## src/rtl/merlin_arb_defs_pkg.sv

```systemverilog
// Shared definitions for the merlin memory arbiter: source tags and request size constants.
package merlin_arb_defs;

  localparam logic MERLIN_ARB_SRC_I = 1'b0;
  localparam logic MERLIN_ARB_SRC_D = 1'b1;

  localparam logic [1:0] MERLIN_ARB_SIZE_WORD = 2'b10;

  // Tie-break winner given the master that won the previous transfer.
  function automatic logic merlin_arb_other(input logic src);
    return (src == MERLIN_ARB_SRC_I) ? MERLIN_ARB_SRC_D : MERLIN_ARB_SRC_I;
  endfunction

endpackage

```

## src/rtl/merlin_arb_order_fifo.sv

```systemverilog
// In-order 1-bit source-tag FIFO; records which master issued each outstanding request.
module merlin_arb_order_fifo #(
  parameter int C_FIFO_DEPTH_X = 2
) (
  input  logic clk,
  input  logic reset,
  input  logic push,
  input  logic pop,
  input  logic din,
  output logic dout,
  output logic full,
  output logic empty
);

  localparam int DEPTH = 1 << C_FIFO_DEPTH_X;
  localparam logic [C_FIFO_DEPTH_X:0] FULL_COUNT = (C_FIFO_DEPTH_X+1)'(DEPTH);

  logic [DEPTH-1:0]          mem;
  logic [C_FIFO_DEPTH_X-1:0] wr_ptr;
  logic [C_FIFO_DEPTH_X-1:0] rd_ptr;
  logic [C_FIFO_DEPTH_X:0]   count;
  logic                      do_push;
  logic                      do_pop;

  assign full    = (count == FULL_COUNT);
  assign empty   = (count == '0);
  assign do_push = push & ~full;
  assign do_pop  = pop & ~empty;
  assign dout    = mem[rd_ptr];

  // Pointers wrap naturally at the power-of-two depth.
  always_ff @(posedge clk) begin
    if (reset) begin
      wr_ptr <= '0;
      rd_ptr <= '0;
      count  <= '0;
    end else begin
      if (do_push) begin
        mem[wr_ptr] <= din;
        wr_ptr      <= wr_ptr + 1'b1;
      end
      if (do_pop) begin
        rd_ptr <= rd_ptr + 1'b1;
      end
      case ({do_push, do_pop})
        2'b10:   count <= count + 1'b1;
        2'b01:   count <= count - 1'b1;
        default: count <= count;
      endcase
    end
  end

endmodule

```

## src/rtl/merlin_mem_arbiter.sv

```systemverilog
// Two-master (instruction/data) to one-slave memory arbiter with in-order response routing.
// Define MERLIN_ARB_ROUND_ROBIN_EN for round-robin ties; otherwise data always wins ties.
module merlin_mem_arbiter
  import merlin_arb_defs::*;
#(
  parameter int C_FIFO_DEPTH_X = 2
) (
  input  logic        clk_i,
  input  logic        reset_i,
  input  logic        clk_en_i,

  output logic        i_reqready_o,
  input  logic        i_reqvalid_i,
  input  logic [1:0]  i_reqhpl_i,
  input  logic [31:0] i_reqaddr_i,
  input  logic        i_rspready_i,
  output logic        i_rspvalid_o,
  output logic        i_rsprerr_o,
  output logic [31:0] i_rspdata_o,

  output logic        d_reqready_o,
  input  logic        d_reqvalid_i,
  input  logic [1:0]  d_reqsize_i,
  input  logic        d_reqwrite_i,
  input  logic [1:0]  d_reqhpl_i,
  input  logic [31:0] d_reqaddr_i,
  input  logic [31:0] d_reqdata_i,
  input  logic        d_rspready_i,
  output logic        d_rspvalid_o,
  output logic        d_rsprerr_o,
  output logic        d_rspwerr_o,
  output logic [31:0] d_rspdata_o,

  input  logic        m_reqready_i,
  output logic        m_reqvalid_o,
  output logic [1:0]  m_reqsize_o,
  output logic        m_reqwrite_o,
  output logic [1:0]  m_reqhpl_o,
  output logic [31:0] m_reqaddr_o,
  output logic [31:0] m_reqdata_o,
  output logic        m_rspready_o,
  input  logic        m_rspvalid_i,
  input  logic        m_rsprerr_i,
  input  logic        m_rspwerr_i,
  input  logic [31:0] m_rspdata_i
);

  logic lock;
  logic lock_src;
  logic grant;
  logic tie_winner;
  logic sel_valid;
  logic req_ok;
  logic req_xfer;
  logic rsp_xfer;
  logic fifo_full;
  logic fifo_empty;
  logic head_src;

`ifdef MERLIN_ARB_ROUND_ROBIN_EN
  logic rr_last;

  assign tie_winner = merlin_arb_other(rr_last);

  always_ff @(posedge clk_i) begin
    if (reset_i) begin
      rr_last <= MERLIN_ARB_SRC_I;
    end else if (req_xfer) begin
      rr_last <= grant;
    end
  end
`else
  assign tie_winner = MERLIN_ARB_SRC_D;
`endif

  // A presented but unaccepted request pins the grant so the slave sees a stable payload.
  always_ff @(posedge clk_i) begin
    if (reset_i) begin
      lock     <= 1'b0;
      lock_src <= MERLIN_ARB_SRC_I;
    end else if (clk_en_i) begin
      if (req_xfer) begin
        lock <= 1'b0;
      end else if (m_reqvalid_o) begin
        lock     <= 1'b1;
        lock_src <= grant;
      end
    end
  end

  always_comb begin
    grant = MERLIN_ARB_SRC_D;
    if (lock) begin
      grant = lock_src;
    end else if (i_reqvalid_i && d_reqvalid_i) begin
      grant = tie_winner;
    end else if (i_reqvalid_i) begin
      grant = MERLIN_ARB_SRC_I;
    end
  end

  always_comb begin
    sel_valid    = i_reqvalid_i;
    m_reqsize_o  = MERLIN_ARB_SIZE_WORD;
    m_reqwrite_o = 1'b0;
    m_reqhpl_o   = i_reqhpl_i;
    m_reqaddr_o  = i_reqaddr_i;
    m_reqdata_o  = '0;
    if (grant == MERLIN_ARB_SRC_D) begin
      sel_valid    = d_reqvalid_i;
      m_reqsize_o  = d_reqsize_i;
      m_reqwrite_o = d_reqwrite_i;
      m_reqhpl_o   = d_reqhpl_i;
      m_reqaddr_o  = d_reqaddr_i;
      m_reqdata_o  = d_reqdata_i;
    end
  end

  // Stall decision uses the registered full flag only, so a same-cycle pop cannot release it.
  assign m_reqvalid_o = sel_valid & ~fifo_full;
  assign req_ok       = m_reqready_i & ~fifo_full & clk_en_i;
  assign i_reqready_o = (grant == MERLIN_ARB_SRC_I) & i_reqvalid_i & req_ok;
  assign d_reqready_o = (grant == MERLIN_ARB_SRC_D) & d_reqvalid_i & req_ok;
  assign req_xfer     = m_reqvalid_o & m_reqready_i & clk_en_i;

  always_comb begin
    i_rspvalid_o = 1'b0;
    d_rspvalid_o = 1'b0;
    m_rspready_o = 1'b0;
    if (!fifo_empty) begin
      if (head_src == MERLIN_ARB_SRC_D) begin
        d_rspvalid_o = m_rspvalid_i;
        m_rspready_o = d_rspready_i & clk_en_i;
      end else begin
        i_rspvalid_o = m_rspvalid_i;
        m_rspready_o = i_rspready_i & clk_en_i;
      end
    end
  end

  assign rsp_xfer    = m_rspvalid_i & m_rspready_o;

  assign i_rsprerr_o = m_rsprerr_i;
  assign i_rspdata_o = m_rspdata_i;
  assign d_rsprerr_o = m_rsprerr_i;
  assign d_rspwerr_o = m_rspwerr_i;
  assign d_rspdata_o = m_rspdata_i;

  merlin_arb_order_fifo #(
    .C_FIFO_DEPTH_X(C_FIFO_DEPTH_X)
  ) u_order_fifo (
    .clk  (clk_i),
    .reset(reset_i),
    .push (req_xfer),
    .pop  (rsp_xfer),
    .din  (grant),
    .dout (head_src),
    .full (fifo_full),
    .empty(fifo_empty)
  );

endmodule

```

## config.mk

```make
export PLATFORM = sky130hd
export DESIGN_NAME = merlin_mem_arbiter
export DESIGN_NICKNAME = d
export VERILOG_FILES = /design/src/rtl/merlin_arb_defs_pkg.sv /design/src/rtl/merlin_arb_order_fifo.sv /design/src/rtl/merlin_mem_arbiter.sv
export SDC_FILE = /design/constraint.sdc
export NUM_CORES = 1
export LEC_CHECK = 0
export CAP_MARGIN = 30
export CORE_AREA = 5 5 110 112
export CTS_CLUSTER_DIAMETER = 60
export DETAILED_ROUTE_END_ITERATION = 6
export DIE_AREA = 0 0 115 117
export SYNTH_ARGS = -nofsm -noshare
export SYNTH_HDL_FRONTEND = slang
export SYNTH_SLANG_ARGS = --single-unit
```

## constraint.sdc

```tcl
create_clock -name clk_i -period 3.3 [get_ports clk_i]
set_clock_uncertainty 0.15 [all_clocks]
set_input_delay 0.66 -clock clk_i [delete_from_list [all_inputs] [get_ports clk_i]]
set_output_delay 0.66 -clock clk_i [all_outputs]
set_load 0.02 [all_outputs]
```

# Word-level counts from Yosys, hierarchy flattened
# Cells that the tools add are included.
# Widths: inputs -> output; s select.
[totals]
register_bits = 13
in_bits = 146
[classes]
addsub = 4
n_lt_le_gt_ge = 3
eq_ne = 3
mux = 23
bitwise_logic = 19
reduce_logical = 8
[op_table]
columns = ["op", "n"]
rows = [
  ["$mux 32", 2],
  ["$mux 1", 15],
  ["$and 1x1->1", 14],
  ["$lt 2x3->1 const B", 2],
  ["$pmux 3 s2", 1],
  ["$not 1->1", 5],
  ["$add 2x1->2 const B", 2],
  ["$bwmux 4", 1],
  ["$mux 2", 2],
  ["$reduce_and 2->1", 2],
  ["$reduce_bool 2->1", 2],
  ["$add 3x1->3 const B", 1],
  ["$eq 3x3->1 const B", 1],
  ["$logic_not 3->1", 1],
  ["$reduce_and 3->1", 1],
  ["$sub 3x1->3 const B", 1],
  ["$bmux 1 s2", 1],
  ["$demux 1 s2", 1],
  ["$eq 2x1->1 const B", 1],
  ["$eq 2x2->1 const B", 1],
  ["$ge 2x1->1 const B", 1],
  ["$logic_and 1x1->1", 2],
]

# Depth between registers and ports, before layout
[depth]
depth_word = 10
depth_mapped = 10
ltp_nobuf = 10

# By module
# Synthesis repeated with hierarchy kept, for this count alone.
[unflattened]
hier_cells = 228
area_unflattened_um2 = 2099.5
[by_module_without_submodules]
columns = ["mod", "instances", "cells_per_inst", "area_per_inst_um2"]
rows = [
  ["merlin_mem_arbiter", 1, 172, 1508.9],
  ["merlin_arb_order_fifo", 1, 56, 590.6],
]

# Least setup slack after synthesis
# Ideal clock, no wire load.
[synth_path]
path_kind = "input-to-reg"
start = "input d_reqvalid_i"
end = "register u_order_fifo.count[2]"
setup_time_ps = 71
t_arrival_ps = 2582
t_required_ps = 3079
setup_slack_ps = 497
path_stages = 10
n_path_buf = 0
cell_sequence = "mux2_2 o2111ai_1 nor2_1 inv_2 ha_1 inv_1 fa_1 xor2_1 or3_1 a21oi_1"
[synth_via]
elab_chain_cells = 10
elab_cells_between_ends = 12
classes_between = "eq/ne: 2; mux: 4; bitwise: 4; reduce/logical: 2"
[synth_lines]
columns = ["element", "line", "source"]
rows = [
  ["from (decl)", "merlin_mem_arbiter.sv:22", "input logic d_reqvalid_i,"],
  ["$logic_and 1x1->1", "merlin_mem_arbiter.sv:95", "end else if (i_reqvalid_i && d_reqvalid_i) begin"],
  ["$mux 1", "merlin_mem_arbiter.sv:95", ""],
  ["$mux 1", "merlin_mem_arbiter.sv:93", "if (lock) begin"],
  ["$mux 1 *", "merlin_mem_arbiter.sv:109", "if (grant == MERLIN_ARB_SRC_D) begin"],
  ["$and 1x1->1 *", "merlin_mem_arbiter.sv:120", "assign m_reqvalid_o = sel_valid & ~fifo_full;"],
  ["$and 1x1->1 * (2 in series)", "merlin_mem_arbiter.sv:124", "assign req_xfer = m_reqvalid_o & m_reqready_i & clk_en_i;"],
  ["$and 1x1->1 *", "merlin_arb_order_fifo.sv:27", "assign do_push = push & ~full;"],
  ["$eq 2x1->1 / $eq 2x2->1 (equally long branches)", "merlin_arb_order_fifo.sv:45", "case ({do_push, do_pop})"],
  ["$pmux 3 s2 / $reduce_bool 2->1 (equally long branches)", "-", ""],
  ["to (signal assigned)", "merlin_arb_order_fifo.sv:46", "2'b10: count <= count + 1'b1;"],
  ["to (signal assigned)", "merlin_arb_order_fifo.sv:47", "2'b01: count <= count - 1'b1;"],
  ["to (signal assigned)", "merlin_arb_order_fifo.sv:48", "default: count <= count;"],
  ["to (decl)", "merlin_arb_order_fifo.sv:21", "logic [C_FIFO_DEPTH_X:0] count;"],
]
# Every way passes the cells marked *; elsewhere a longest branch is shown, timed or not.
# A chain may end at the register's enable or synchronous reset.

# Final worst setup path
[layout_path]
start = "input d_reqvalid_i"
end = "output m_reqdata_o[30]"
[layout_via]
elab_chain_cells = 4
[layout_lines]
columns = ["element", "line", "source"]
rows = [
  ["$logic_and 1x1->1", "merlin_mem_arbiter.sv:95", ""],
  ["$mux 1", "merlin_mem_arbiter.sv:95", ""],
  ["$mux 1", "merlin_mem_arbiter.sv:93", ""],
  ["$mux 32", "merlin_mem_arbiter.sv:109", ""],
  ["to (decl)", "merlin_mem_arbiter.sv:40", "output logic [31:0] m_reqdata_o,"],
]
# Every way passes these cells.

==> metrics.yaml <==
status: "complete, no violations"
die_area_um2: 13500
setup_viol: 0
syn2layout_area_growth_pct: 88.0
r2r_slack_ps: 390
grt_overflow_total: 0
drive_gt1_frac: 0.0605
synth_warnings: 0
final_util: 0.324
drv_slew: 0
io_pins: 288
grt_pass1_wl_um: 10600
vias: 1874
cts_tree: "yes"
synth_xor_xnor_area_share: 0.00914
rsz0062_at_grt: "no"
diodes: 0
path_class: "in2out"
grt_max_degree: 38
ys_seq_area_frac: 0.157
ir_drop_mv: 0.158
max_slew_margin: 0.644
drv_cap: 0
clock_latency_ps: 250
syn_nets: 375
holdPathEnd: "u_order_fifo.wr_ptr[0]"
synth_compound_area_frac: 0.0536
dieWidth_um: 115
syn_avg_cell_area_um2: 8.59
timing.final.crit_share: 0.967
reg2reg_to: "u_order_fifo.count[2]"
r2r_cells: 9
path_clk_slew_ps: 50
ys_ff_latch: 13
netlist_area_um2: 1920
post-route-min-period_ps: 3190
portBuffers: 186
grt.total_usage: 0.0988
dp_cells: 486
crit_fanout: 22
critPathCaptureType: "output port"
finalPower_uw: 973
chipHeight_um: 117
cts_setup_buffers: 0
cts.path.max_buffers: 2
dr.pass1.iters: 4
h-tree-depth: 1
synth_top_family_by_area: "buffers and inverters"
antenna_found_initial: 0
synthSimpleGateAreaFrac: 0.201
routed_wl_um: 7160
layout_commonest_cell: "clkdlybuf4s50_1"
power.density_nw_per_um2: 270
grt_pass1_vias: 2006
tightest_slew_ps: 529
routedWlPerCell_um: 14.6
num_rows: 39
cts-buffers-inserted: 3
drt_iter0_markers: 34
clock-root-buffer: "clkbuf_16"
holdCritPathClass: "reg2reg"
r2r_start: "u_order_fifo.rd_ptr[0]"
hold_buffers: 0
dpl.hpwl_um: 6120
fin_nets: 500
synth_mux_area_frac: 0.240
core_region_area_um2: 11100
hold_depth: 2
synthCells: 223
clkSinkCount: 13
leakagePower_uw: 0.00164
min-delay-start: "u_order_fifo.wr_ptr[0]"
synthAdderAreaFrac: 0.0431
fin_tns_setup_ps: 0
required_ps: 2490
timing.fmax_ghz: 0.313
hold_viol: 0
crit_path_start_kind: "input port"
crit_arrival_ps: 2380
layout_common_cells: "clkdlybuf4s50_1 (124), dlygate4sd2_1 (39), mux2_1 (34), and2_1 (34), dlymetal6s2s_1 (23)"
vias_per_cell: 3.82
finalNonFillerCells: 490
gp_congestion: 0.852
drc: 0
ant_nets: 0
synth_cell_types: 35
start_util: 0.172
[flip-flops by register name (all words and copies together), names as in the netlist]
name	count
u_order_fifo.mem	4
u_order_fifo.rd_ptr	2
u_order_fifo.count	3
lock	1
u_order_fifo.wr_ptr	2
lock_src	1
[layout make-up]
class	count	area, µm²
clock buffers	4	78.8
fillers	1169	7520
inverters	8	30.0
multi-input cells	127	1060
flip-flops and latches	13	300
well taps	143	179
repair buffers	195	1950
[worst max path at each step]
stage                 start                     to  slack (ps)  cells after the start
5_1_grt        d_reqvalid_i  u_order_fifo.count[2]           2                     12
3_5_place_dp   d_reqvalid_i         m_reqdata_o[6]         -90                      7
4_1_cts        d_reqvalid_i        m_reqaddr_o[26]         -90                      6
3_3_place_gp   d_reqvalid_i         m_reqaddr_o[2]         -80                      6
2_1_floorplan  d_reqvalid_i  u_order_fifo.count[2]         500                     10
6_report       d_reqvalid_i        m_reqdata_o[30]         110                      6
[synth_stat cells (all sizes together)]
| master | n | area, µm² |
|---|---|---|
| a21oi | 6 | 30.0 |
| o2111a | 1 | 11.3 |
| buf | 70 | 518 |
| mux2i | 1 | 13.8 |
| mux2 | 37 | 424 |
| o31ai | 2 | 15.0 |
| nor3b | 7 | 57.6 |
| edfxtp | 4 | 120 |
| or3 | 1 | 6.26 |
| clkbuf | 5 | 18.8 |
| inv | 8 | 30.0 |
| nor3 | 1 | 5.00 |
| mux4 | 1 | 22.5 |
| and2 | 34 | 213 |
| or3b | 1 | 8.76 |
| nand3 | 4 | 20.0 |
| xor2 | 2 | 17.5 |
| o21ai | 4 | 20.0 |
| nand2b | 1 | 6.26 |
| or2 | 1 | 6.26 |
| ha | 5 | 62.6 |
| nand2 | 1 | 3.75 |
| a211oi | 1 | 7.51 |
| dfxtp | 9 | 180 |
| o2111ai | 1 | 8.76 |
| nor2b | 4 | 25.0 |
| fa | 1 | 20.0 |
| o211a | 1 | 10.0 |
| nor2 | 9 | 33.8 |
[power by group]
part,leakage [µW],internal [µW],switching (µW)
logic,0.00149,307,255
clock network,0.0000382,163,70.2
registers,0.000109,172,5.80
[worst max-delay path, stage by stage]
cell and delay [ps]:
clkdlybuf4s50_1 480, nor2_1 70, a21oi_4 210, buf_6 200
and2_1 150, clkdlybuf4s50_1 600
[layer usage]
metal | track usage | vias to the layer above | wire length, µm
li1 | - | 924 | -
met1 | 0.109 | 818 | 2660
met2 | 0.172 | 105 | 3400
met3 | 0.0380 | 27 | 954
met4 | 0.0383 | 0 | 142
met5 | 0 | - | 0
[repair_timing]
item,4_1_cts,5_1_grt
pin swaps,0,0
gates resized for setup,39,24
setup endpoints to repair,40,29
endpoints found under the hold margin,0,0
[stage by stage]
| step | setup WS [ps] | cell area [µm²] | hold WS, ps |
|---|---|---|---|
| after CTS | -91.0 | 3540 | 373 |
| after detailed placement | -89.2 | 3510 | 367 |
| after global routing | 2.31 | 3600 | 390 |
| after global placement | -77.0 | 3510 | 344 |
| after floorplan | 497 | 1920 | 322 |
| final | 109 | 3600 | 369 |
[cells by family (layout without fill, tap and decap cells)]
| logic type | Yosys count | in the layout |
|---|---|---|
| muxes | 39 | 39 |
| xor gates and xnor gates | 2 | 2 |
| buffers and inverters | 83 | 207 |
| and+or+nand+nor | 64 | 64 |
| AOI/OAI and AO/OA | 16 | 16 |
| DFF | 13 | 13 |
| adders and majority gates | 6 | 6 |
(Power assumes the default switching activity.)
==> RTL change 1 (same settings) <==
Register the outputs `i_rsprerr_o`, `d_rsprerr_o` and `d_rspwerr_o`, cleared by the reset; this adds one clock of latency there. The other outputs are not delayed to match.
--- a/src/rtl/merlin_mem_arbiter.sv
+++ b/src/rtl/merlin_mem_arbiter.sv
@@ -140,10 +140,18 @@
 
   assign rsp_xfer    = m_rspvalid_i & m_rspready_o;
 
-  assign i_rsprerr_o = m_rsprerr_i;
   assign i_rspdata_o = m_rspdata_i;
-  assign d_rsprerr_o = m_rsprerr_i;
-  assign d_rspwerr_o = m_rspwerr_i;
+  always_ff @(posedge clk_i) begin
+    if (reset_i) begin
+      i_rsprerr_o <= '0;
+      d_rsprerr_o <= '0;
+      d_rspwerr_o <= '0;
+    end else begin
+      i_rsprerr_o <= m_rsprerr_i;
+      d_rsprerr_o <= m_rsprerr_i;
+      d_rspwerr_o <= m_rspwerr_i;
+    end
+  end
   assign d_rspdata_o = m_rspdata_i;
 
   merlin_arb_order_fifo #(
Function: changed (a bounded check fails within 4 cycles, from zero or initial values and one cycle with reset_i high).
==> RTL change 1 against the original RTL <==
  * Routed wire length increased by 11%
  * Sequential cell count increased by 2
  * Synthesized area increased by 2.0%
  * Fmax decreased by 1.6%
  * Critical path type unchanged
  * Global-route usage increased by 0.99 points
  * Setup slack got worse by 51 ps
  * Power increased by 4.1%
  * Design area increased by 3.2%
==> RTL change 1: results (changes against the original RTL) <==
set qor(pre_cts_slack_ps) -84.0 ;# was -89.2 ps
set qor(synth_sequential_area_ratio_pct) 17.4 ;# was 15.7%
set qor(rr_worst_depth) 9 ;# unchanged
set qor(slew_headroom_pct) 60.5 ;# was 64.4%
set qor(synth.area.top_cells) {buf_4, mux2_1, dfxtp_1} ;# was buf_4, mux2_1, and2_1
set qor(reg2reg_slack_ps) 360 ;# was 390 ps
set qor(wl_per_cell_um) 15.8 ;# was 14.6 um
set qor(critical-path-max-stage-delay_ps) 610
set qor(max_freq_ghz) 0.308 ;# was 0.313 GHz
set qor(path_clk_slew_ps) 50 ;# about the same
set qor(io_buffer_count) 191 ;# was 186
set qor(grt_util_all_layers_pct) 10.9 ;# was 9.88%
set qor(grt_pass1_wl_um) 11600 ;# was 10600 um
set qor(r2r_start) {u_order_fifo.rd_ptr[0]$_SDFFE_PP0P_} ;# unchanged
set qor(detailed_router_iteration_count_before_antenna_repair) 4 ;# unchanged
set qor(hold_class) {register to register} ;# unchanged
set qor(min_to) {lock_src$_SDFFE_PP0P_} ;# was u_order_fifo.wr_ptr[0]$_SDFFE_PP0P_
set qor(hpwl_um) 6880 ;# was 6120 um
set qor(insertedDiodeCount) 0 ;# unchanged
set qor(status) {complete, no violations} ;# unchanged
set qor(synth_edf_count) 4 ;# unchanged
set qor(static-leakage-power_nw) 1.65 ;# was 1.64 nW
set qor(hold_path.startpoint) {lock_src$_SDFFE_PP0P_} ;# was u_order_fifo.wr_ptr[0]$_SDFFE_PP0P_
set qor(route.vias.total) 1949 ;# was 1874
set qor(cts_repair_resize_count) 46 ;# was 39
set qor(placed_cell_area_mm2) 0.00365 ;# was 0.00351 mm2
set qor(endpoint_arrival_time_on_the_critical_path_ps) 2430 ;# was 2380 ps
set qor(num-nets-final) 511 ;# was 500
set qor(first_global_vias) 2149 ;# was 2006
set qor(antenna_found_initial) 0 ;# unchanged
set qor(ir_worst_vdd_v) 0.000133 ;# was 0.000158 V
set qor(hold-worst-slack_ps) 366 ;# was 369 ps
set qor(critical_path_peak_fanout) 33 ;# was 22
set qor(drive_above_1_share_pct) 6.70 ;# was 6.05%
set qor(critical_path.reg2reg.endpoint) {u_order_fifo.count[2]$_SDFFE_PP0P_} ;# unchanged
set qor(detail_route.iter0.violations) 19 ;# was 34
set qor(clock_latency_ps) 240
set qor(mappedNetlistNets) 377 ;# was 375
set qor(number_of_fillers_in_the_final_layout) 1152 ;# was 1169
set qor(grt_start_max_net_pins) 34 ;# was 38
set qor(ys_top_cells_by_count) {buf_4, and2_1, mux2_1} ;# unchanged
set qor(ys_warn_count) 0 ;# unchanged
set qor(place.gp.congestion) 0.903 ;# was 0.852
set qor(ys_dominant_reg_cell) {dfxtp_1} ;# unchanged
-- RTL change 1: cell types whose count changed in the layout (fill, tap and decap cells not counted) --
cell	unedited run	this run
buf_6	1	0
dlygate4sd2_1	39	46
clkbuf_1	1	0
nor2b_1	4	6
dlymetal6s2s_1	23	16
dfxtp_1	9	11
clkdlybuf4s50_1	124	129
buf_4	7	8
buf_12	1	3
clkinv_2	0	1
-- RTL change 1: worst max-delay path by stage --
stage	to	startpoint	cells after the start
after detailed placement	m_reqaddr_o[31]	d_reqvalid_i	6
after global placement	m_reqaddr_o[2]	d_reqvalid_i	6
after floorplan	u_order_fifo.count[2]$_SDFFE_PP0P_	d_reqvalid_i	10
final	m_reqdata_o[17]	d_reqvalid_i	6
after CTS	m_reqdata_o[22]	d_reqvalid_i	6
after global routing	m_reqdata_o[17]	d_reqvalid_i	6
-- RTL change 1: metrics by stage --
stage,utilization [%],std cells
5_1_grt,33.4,501
3_5_place_dp,32.8,497
4_1_cts,33.0,501
2_1_floorplan,-,225
6_report,33.4,501
3_3_place_gp,32.8,497
-- RTL change 1: final cells by class --
cell class	instances	area (um2)	area share, %
repair buffers	202	2010	54.2
flip-flops and latches	15	340	9.16
clock inverters	1	5.00	0.135
clock buffers	3	75.1	2.02
multi-input cells	129	1070	28.9
well taps	143	179	4.81
inverters	8	30.0	0.808
-- RTL change 1: power by group --
| group | internal (W) | switching [W] |
|---|---|---|
| combinational | 0.000316 | 0.000265 |
| clock | 0.000161 | 0.0000672 |
| sequential | 0.000198 | 0.00000609 |
| total | 0.000674 | 0.000338 |
-- RTL change 1: per-layer routing --
metal	part of all wire (%)	wire, um	GRT usage (%)	vias to the layer above
met1	36	2860	11.6	868
met5	0	0	0	-
met3	8.7	687	1.85	33
li1	-	-	-	953
met4	2.1	167	3.44	0
met2	53	4200	21.5	95
-- RTL change 1: worst min-delay path, delay by kind of cell (launching register included) --
family / cells / cell delay [ps]
AOI/OAI and AO/OA: 2 / 140
DFF: 1 / 330
-- RTL change 1: kinds of logic (layout without fill, tap and decap cells) --
group                    count (synthesis)  count (layout)  synth area share (%)
buffers and inverters                   81             214                  28.3
AND/OR/NAND/NOR                         66              66                  20.4
multiplexers                            39              39                  23.6
AO/OA/AOI/OAI                           16              16                  5.25
flip-flops                              15              15                  17.4
adder cells (fa/ha/maj)                  6               6                  4.23
XOR/XNOR                                 2               2                 0.897
==> RTL change 2 (same settings) <==
Without the edit above. `C_FIFO_DEPTH_X` is set to 2 in 2 places; all go to 1.
--- a/src/rtl/merlin_arb_order_fifo.sv
+++ b/src/rtl/merlin_arb_order_fifo.sv
@@ -1,6 +1,6 @@
 // In-order 1-bit source-tag FIFO; records which master issued each outstanding request.
 module merlin_arb_order_fifo #(
-  parameter int C_FIFO_DEPTH_X = 2
+  parameter int C_FIFO_DEPTH_X = 1
 ) (
   input  logic clk,
   input  logic reset,
--- a/src/rtl/merlin_mem_arbiter.sv
+++ b/src/rtl/merlin_mem_arbiter.sv
@@ -3,7 +3,7 @@
 module merlin_mem_arbiter
   import merlin_arb_defs::*;
 #(
-  parameter int C_FIFO_DEPTH_X = 2
+  parameter int C_FIFO_DEPTH_X = 1
 ) (
   input  logic        clk_i,
   input  logic        reset_i,
Behaviour: not the same (a bounded check fails within 4 cycles, from zero or initial values and one cycle with reset_i high).
==> RTL change 2 against the original RTL <==
  * Register-to-register slack better by 800 ps
  * Design area is 8.5% lower
  * Setup slack worse by 37 ps
  * Power is 6.6% lower
  * Sequential cell count is 5 lower
  * Synthesized area is 15% lower
  * Core utilization is 2.7 points lower
  * Combinational power is 5.3% higher
  * Hold slack worse by 12 ps
  * Routed wire length is 3.7% higher
  * Critical path depth is 1 higher
  * Non-clock buffer count is 4 lower
  * Critical path type unchanged
  * Largest power group unchanged
==> RTL change 2: results (changes against the original RTL) <==
set qor(status) {complete, no violations} ;# unchanged
set qor(netlist-cell-type-count) 33 ;# was 35
set qor(grt_pass1_wl_um) 9970 ;# was 10600 um
set qor(whs_path_depth) 1 ;# was 2
set qor(share_of_the_synthesized_netlist_area_taken_by_xor_and_xnor_gates_pct) 1.07 ;# was 0.914%
set qor(number_of_fillers_in_the_final_layout) 1195 ;# was 1169
set qor(critical-path-max-stage-delay_ps) 500 ;# was 600 ps
set qor(detail_route.iter0.violations) 36 ;# was 34
set qor(static-leakage-power_nw) 1.51 ;# was 1.64 nW
set qor(min_to) {u_order_fifo.wr_ptr$_SDFFE_PP0P_} ;# was u_order_fifo.wr_ptr[0]$_SDFFE_PP0P_
set qor(first_global_vias) 1814 ;# was 2006
set qor(r2r_start) {u_order_fifo.rd_ptr$_SDFFE_PP0P_} ;# was u_order_fifo.rd_ptr[0]$_SDFFE_PP0P_
set qor(route.vias.total) 1707 ;# was 1874
set qor(synth_adder_area_share_pct) 0.767 ;# was 4.31%
set qor(compound_gate_fraction_of_synth_area_pct) 5.14 ;# was 5.36%
set qor(wl_per_cell_um) 16.2 ;# was 14.6 um
set qor(rr_worst_depth) 6 ;# was 9
set qor(place.gp.congestion) 0.765 ;# was 0.852
set qor(placed_cell_area_mm2) 0.00319 ;# was 0.00351 mm2
set qor(critical_path.reg2reg.endpoint) {u_order_fifo.count[1]$_SDFFE_PP0P_} ;# was u_order_fifo.count[2]$_SDFFE_PP0P_
set qor(slew_headroom_pct) 73.9 ;# was 64.4%
set qor(grt_start_max_net_pins) 42 ;# was 38
set qor(ir_worst_vdd_v) 0.000191 ;# was 0.000158 V
set qor(mappedNetlistNets) 343 ;# was 375
set qor(drive_above_1_share_pct) 16.1 ;# was 6.05%
set qor(num-nets-final) 465 ;# was 500
set qor(hold_path.startpoint) {u_order_fifo.wr_ptr$_SDFFE_PP0P_} ;# was u_order_fifo.wr_ptr[0]$_SDFFE_PP0P_
set qor(synth.mux.area_fraction_pct) 26.5 ;# was 24.0%
set qor(synth_edf_count) 2 ;# was 4
set qor(ys_top_cells_by_count) {buf_4, and2_1, mux2_2} ;# was buf_4, and2_1, mux2_1
RTL change 2: cell types whose count changed in the layout (fill, tap and decap cells not counted), moves of 3 or more:
cell             unedited run  this run
buf_4                       7         3
mux2_1                     34         1
nor3b_1                     6         2
dlymetal6s2s_1             23        18
clkdlybuf4s50_1           124       127
dfxtp_1                     9         6
a21oi_1                     5         1
mux2_2                      1        34
ha_1                        5         1
nand3_1                     4         1
RTL change 2: critical path: cells and delay by family:
| kind | cells | cell delay (ps) |
|---|---|---|
| buf+inv | 4 | 1130 |
| simple gates | 1 | 80 |
| compound gates | 1 | 220 |
| mux | 1 | 330 |
RTL change 2: per-layer routing:
metal | wire [um] | global-route usage [%] | vias to the layer above | part of all wire, %
li1 | - | - | 819 | -
met4 | 46 | 1.64 | 0 | 0.62
met3 | 875 | 4.99 | 5 | 12
met1 | 2780 | 10.8 | 739 | 37
met2 | 3720 | 16.2 | 144 | 50
met5 | 0 | 0 | - | 0
RTL change 2: cells by family (layout without fill, tap and decap cells):
family / count (synthesis) / count (layout)
adders and majority gates: 1 / 1
muxes: 38 / 38
xor gates and xnor gates: 2 / 2
buffers and inverters: 79 / 199
and+or+nand+nor: 58 / 58
DFF: 8 / 8
AOI/OAI and AO/OA: 10 / 10
RTL change 2: worst max path at each step:
stage | start | to | slack [ps]
floorplan | d_reqvalid_i | i_reqready_o | 890
global placement | d_reqvalid_i | m_reqaddr_o[24] | -130
detailed placement | d_reqvalid_i | m_reqaddr_o[28] | -140
CTS | d_reqvalid_i | m_reqdata_o[1] | 3
global route | d_reqvalid_i | m_reqaddr_o[3] | 0.3
finish | d_reqvalid_i | m_reqaddr_o[3] | 70
RTL change 2: power groups by stage:
| stage | logic [W] | clock network, W | registers (W) |
|---|---|---|---|
| floorplan | 0.000394 | 0 | 0.000113 |
| global placement | 0.000625 | 0 | 0.000114 |
| detailed placement | 0.000628 | 0 | 0.000114 |
| CTS | 0.000592 | 0.000210 | 0.000113 |
| global route | 0.000629 | 0.000214 | 0.000114 |
| finish | 0.000591 | 0.000204 | 0.000113 |
RTL change 2: area by class of cell:
class | count | area (um2) | area share, %
clock buffer | 3 | 75.1 | 2.28
sequential | 8 | 180 | 5.46
timing repair buffer | 191 | 1940 | 58.8
inverter | 5 | 18.8 | 0.569
multi-input combinational | 109 | 906 | 27.5
tap | 143 | 179 | 5.43
RTL change 2: stage by stage:
step,instances,TNS [ps],total power (W),utilization [%],hold WS [ps]
global placement,454,-3420,0.000739,28.7,339
finish,459,0,0.000909,29.6,357
detailed placement,454,-3350,0.000742,28.7,355
global route,459,0,0.000956,29.6,396
floorplan,196,0,0.000507,-,317
CTS,457,0,0.000915,28.9,358
